File: src/rtl/lc3_useq.sv
// LC-3 microsequencer: next control-store state from J/COND/IRD, BEN latch, priority interrupt arbiter.
// Optional memory-ready timeout is built when USEQ_TMO_EN is defined.
module lc3_useq #(
   parameter int SW        = 6,
   parameter int CW        = 42,
   parameter int NIRQ      = 4,
   parameter int RST_STATE = 51,
   parameter int ERR_STATE = 48,
   parameter int TMO       = 64
) (
   input  logic              clk,
   input  logic              rst_n,
   input  logic [SW-1:0]     uc_j,
   input  logic [2:0]        uc_cond,
   input  logic              uc_ird,
   input  logic [CW-1:0]     uc_ctrl,
   input  logic              ld_ben,
   input  logic [15:0]       ir,
   input  logic              n,
   input  logic              z,
   input  logic              p,
   input  logic              ready,
   input  logic              acv,
   input  logic              psr_15,
   input  logic [2:0]        psr_pri,
   input  logic [NIRQ-1:0]   irq_req,
   input  logic [3*NIRQ-1:0] irq_pri,
   input  logic [8*NIRQ-1:0] irq_vec,
   output logic [SW-1:0]     state,
   output logic [CW-1:0]     ctrl_sig,
   output logic [7:0]        int_vec,
   output logic [2:0]        int_pri,
   output logic [NIRQ-1:0]   irq_ack,
   output logic              bus_err
);

   localparam logic [2:0] C_MEM_RDY = 3'd1;
   localparam logic [2:0] C_BRANCH  = 3'd2;
   localparam logic [2:0] C_ADDR    = 3'd3;
   localparam logic [2:0] C_PRIV    = 3'd4;
   localparam logic [2:0] C_INT     = 3'd5;
   localparam logic [2:0] C_ACV     = 3'd6;

   logic [SW-1:0]   state_q, state_d;
   logic            ben_q, ben_d;
   logic [7:0]      int_vec_q, int_vec_d;
   logic [2:0]      int_pri_q, int_pri_d;
   logic [NIRQ-1:0] irq_ack_q, irq_ack_d;

   logic            int_pend;
   logic [2:0]      win_pri;
   logic [7:0]      win_vec;
   logic [NIRQ-1:0] win_oh;
   logic            accept;
   logic            tmo_exp;
   logic [SW-1:0]   j_mod;

   logic unused_ir;
   assign unused_ir = &{1'b0, ir[8:0]};

   // Ascending scan with strict '>' keeps the lowest index on equal priority.
   always_comb begin
      int_pend = 1'b0;
      win_pri  = psr_pri;
      win_vec  = '0;
      win_oh   = '0;
      for (int k = 0; k < NIRQ; k++) begin
         if (irq_req[k] && (irq_pri[3*k +: 3] > win_pri)) begin
            int_pend  = 1'b1;
            win_pri   = irq_pri[3*k +: 3];
            win_vec   = irq_vec[8*k +: 8];
            win_oh    = '0;
            win_oh[k] = 1'b1;
         end
      end
   end

   assign accept = !uc_ird && (uc_cond == C_INT) && int_pend;

   always_comb begin
      j_mod = uc_j;
      case (uc_cond)
         C_MEM_RDY: j_mod[1] = uc_j[1] | ready;
         C_BRANCH:  j_mod[2] = uc_j[2] | ben_q;
         C_ADDR:    j_mod[0] = uc_j[0] | ir[11];
         C_PRIV:    j_mod[3] = uc_j[3] | psr_15;
         C_INT:     j_mod[4] = uc_j[4] | int_pend;
         C_ACV:     j_mod[5] = uc_j[5] | acv;
         default:   j_mod    = uc_j;
      endcase
   end

   always_comb begin
      state_d   = uc_ird ? {{(SW-4){1'b0}}, ir[15:12]} : j_mod;
      if (tmo_exp) state_d = SW'(ERR_STATE);
      ben_d     = ld_ben ? ((ir[11] & n) | (ir[10] & z) | (ir[9] & p)) : ben_q;
      int_vec_d = accept ? win_vec : int_vec_q;
      int_pri_d = accept ? win_pri : int_pri_q;
      irq_ack_d = accept ? win_oh : '0;
   end

   always_ff @(posedge clk or negedge rst_n) begin
      if (!rst_n) begin
         state_q   <= SW'(RST_STATE);
         ben_q     <= 1'b0;
         int_vec_q <= '0;
         int_pri_q <= '0;
         irq_ack_q <= '0;
      end else begin
         state_q   <= state_d;
         ben_q     <= ben_d;
         int_vec_q <= int_vec_d;
         int_pri_q <= int_pri_d;
         irq_ack_q <= irq_ack_d;
      end
   end

`ifdef USEQ_TMO_EN
   localparam int TW = (TMO > 2) ? $clog2(TMO) : 1;

   logic [TW-1:0] tcnt_q, tcnt_d;
   logic          bus_err_q, bus_err_d;
   logic          tmo_wait;

   // Ready on the expiry cycle drops tmo_wait, so the normal branch wins.
   always_comb begin
      tmo_wait  = !uc_ird && (uc_cond == C_MEM_RDY) && !ready;
      tmo_exp   = tmo_wait && (tcnt_q == TW'(TMO - 1));
      tcnt_d    = (tmo_wait && !tmo_exp) ? tcnt_q + 1'b1 : '0;
      bus_err_d = tmo_exp;
   end

   always_ff @(posedge clk or negedge rst_n) begin
      if (!rst_n) begin
         tcnt_q    <= '0;
         bus_err_q <= 1'b0;
      end else begin
         tcnt_q    <= tcnt_d;
         bus_err_q <= bus_err_d;
      end
   end

   assign bus_err = bus_err_q;
`else
   assign tmo_exp = 1'b0;
   assign bus_err = 1'b0;
`endif

   assign state    = state_q;
   assign ctrl_sig = uc_ctrl;
   assign int_vec  = int_vec_q;
   assign int_pri  = int_pri_q;
   assign irq_ack  = irq_ack_q;

endmodule

File: config.mk
export PLATFORM = sky130hd
export DESIGN_NAME = lc3_useq
export DESIGN_NICKNAME = d
export VERILOG_FILES = /design/src/rtl/lc3_useq.sv
export SDC_FILE = /design/constraint.sdc
export NUM_CORES = 1
export LEC_CHECK = 0
export BUFFER_PORTS_ARGS = -buffer_cell sky130_fd_sc_hd__clkbuf_2
export CAP_MARGIN = 20
export CORE_MARGIN = 5
export CORE_UTILIZATION = 37
export DETAILED_ROUTE_END_ITERATION = 10
export HOLD_SLACK_MARGIN = 0.05
export PLACE_DENSITY = 0.82
export REMOVE_ABC_BUFFERS = 1
export SLEW_MARGIN = 15
export SYNTH_ARGS = -nofsm -noshare
export SYNTH_HDL_FRONTEND = slang
export SYNTH_SLANG_ARGS = --single-unit
File: constraint.sdc
create_clock -name clk -period 1 [get_ports clk]
set_input_delay 0.05 -clock clk [delete_from_list [all_inputs] [get_ports clk]]
set_output_delay 0.05 -clock clk [all_outputs]
set_load 0.05 [all_outputs]
==> results.md <==
- Rel. slew slack: 62.9%
- CP max FO: 8
- Synth top area share: 22.7%
- CTS tree: built
- Synth area leaders: dfrtp_1, buf_4, ha_1, nor2_1, dfstp_2
- Dpl hpwl: 7860 um
- Status: complete, but fails checks
- Clk sink count: 22
- Pwr Density: 1590 nW/um^2
- CTS root buffer: clkbuf_8
- Gpl congestion: 0.885
- Max-cap violation count: 0
- Comb power frac: 60.3%
- Initial antenna violation count: 1
- Final net count: 494
- DRT iter0 DRCs: 90
- Grt met1 use: 21.4%
- Worst Hold Class: in -> reg
- Grt ovf: 0
- Worst path max stage delay: 450 ps
- Cell-internal power: 2650 uW
- Total CTS buffers: 3
- Synth-to-Final Area Change: 52.5%
- Fmax achieved: 201 MHz
- Clock transition at path regs: 80 ps
- Ys flop type: dfrtp_1
- CTS H-tree lvls: 1
- Buffers on Ports: 97
- Fin Hold WS: 55.2 ps
- CTS Buffer Depth: 2
- Most common cell in the netlist: buf_4
- FF+latch count, synth: 22
- Die ar.: 6930 um^2
- Post-synthesis cell count: 241
- Final wirelength: 9490 um
- DIE WIDTH: 83.2 um
- Seq pwr share: 26.5%
- Avg Cell Area, Syn: 8.23 um^2
- DR vias: 2178
- Share of layout cells above drive strength 1: 55.9%
- WP data required: 1150 ps
- Hold Vio Cnt, Final: 0
- Synth unique cells: 44
- Period utilisation layout: 497%
- Psw: 2170 uW
- Final setup vio count: 20
- Ys async rst share: 100%
- RSZ-0062 raised after global routing: true
- Setup ws final: -3970 ps
- Sw Ratio: 45.1%
- Sequential cell area fraction in the yosys report: 28.0%
- Total GRT Usage: 26.3%
- Via density: 5.10
- Lkg Pwr: 0.00157 uW
- I/O pin count: 192
- Register-to-register setup slack: 80 ps
- Die Y: 83.2 um
- Pin count of the biggest net entering global routing: 23
- Post-route DRC: 0
- Antenna viol nets, final: 0
- Slowest cell on crit path: a2111o_1
- Routed WL per cell: 22.2 um
- Met2 Track Usage GR: 44.4%
- Worst-Skew Late Latency: 260 ps
- Drt first pass iters: 4
- Pwr Total: 4820 uW
- Met3 Resource Use GR: 26.3%
- Core box area: 5170 um^2
- Pre-CTS setup slack: -4490 ps
- Yosys top cell by area: dfrtp_1
- Post-Syn Area: 1980 um^2
- Slew Limit Fails: 0
- Tmin final: 4970 ps
- Clock Skew: 0.0683 ps
- Top cells by count, synth: buf_4, nor2_1, dfrtp_1
- Failing checks: setup timing
- Initial Util: 38.4%
- Clock power frac: 13.2%
- Busiest layer in global routing: met2
- Worst-margin pin slew: 556 ps
- First-pass GRT wire length: 13700 um
- CP Class: in -> reg
- Setup TNS: -61980 ps
- Ys Warns: 0
- Post-synth EDFFs: 0
- Worst Setup Start Kind: input pin
- Row cnt: 26
- VDD IR max: 1.15 mV
- Vias in the first global route: 2220
- Endpoint class of the critical path: flip-flop
- Worst path arrival time: 5120 ps
==> layer usage <==
layer / routed length, um / vias up
li1: - / 1036
met1: 2710 / 982
met2: 4440 / 142
met3: 2070 / 14
met4: 225 / 4
met5: 54 / -
==> stage by stage <==
| stage | area [um^2] | util, % | std cells |
|---|---|---|---|
| floorplan | 1600 | - | 189 |
| finish | 3030 | 58.5 | 427 |
| detailed placement | 2500 | 48.3 | 399 |
| global route | 3020 | 58.5 | 426 |
| global placement | 2500 | 48.3 | 399 |
| CTS | 2930 | 56.7 | 423 |
==> worst paths after layout <==
check | to | cells after the start | from
max | int_vec[0] | 30 | psr_pri[1]
max reg2reg | state[2] | 3 | ben_q
min in group asynchronous | state[3] | 2 | rst_n
min | state[3] | 3 | uc_j[3]
min reg2reg | int_pri[2] | 2 | int_pri[2]
max in group asynchronous | state[5] | 2 | rst_n
==> critical path, delay by kind of cell <==
kind / cells / cell delay [ps]
AOI/OAI and AO/OA: 11 / 2100
and+or+nand+nor: 10 / 1310
adders and majority gates: 4 / 1130
muxes: 2 / 380
buffers and inverters: 3 / 140
==> power by group through the flow <==
stage               Combinational, uW  Sequential (uW)  Clock, uW
floorplan                         751             2110          0
global placement                 2380             1290          0
detailed placement               2430             1280          0
CTS                              2760             1270        638
global route                     3090             1310        679
finish                           2910             1280        639
==> registers in the layout, summed over array words and instances (netlist names) <==
register and cells:
int_pri 3, state 6, int_vec 8, ben_q 1, irq_ack 4
==> final cells by class <==
cell class              instances  area [um^2]
repair buffers                162         1100
fillers                       476         2150
flip-flops and latches         22          556
diodes                          1         2.50
well taps                      70         87.6
clock buffers                   4         55.1
inverters                      13         51.3
multi-input cells             155         1170
==> cells by family after synthesis <==
family	Yosys count	synth area share, %
adder cells (fa/ha/maj)	9	5.67
AND/OR/NAND/NOR	71	17.3
buffers and inverters	65	21.8
flip-flops	22	28.0
AO/OA/AOI/OAI	62	21.5
multiplexers	11	5.61
other	1	0.189
==> cell usage in the layout (no fill, tap or decap), types with 2 or more instances in the layout <==
cell type      instances
o21ai_2                5
o21ai_0                6
nand2_2                3
inv_1                  8
ha_4                   4
nand3_1                3
a31oi_1                5
dlygate4sd3_1          8
dfrtp_1               18
inv_2                  4
nand2b_4               2
nor2_2                 2
a31o_4                 2
nor2_4                 2
buf_6                  7
nor2b_1                3
a222oi_1               2
clkbuf_8               4
a22o_1                 9
nor2_1                28
and2_1                 8
a21oi_1               14
ha_1                   5
clkbuf_16              4
mux2i_1                9
nand2_1               11
buf_4                 52
dfstp_2                4
clkbuf_2              89
o21ai_1                8
buf_2                  2
==> what timing repair did <==
item	CTS	global route
gates cloned	2	0
resized for setup	41	20
endpoints found under the setup margin	20	20
hold buffers	8	0
hold endpoints to repair	25	0
setup buffers	10	3
pin swaps	2	5
No activity file was read; power rests on OpenSTA's default activity.
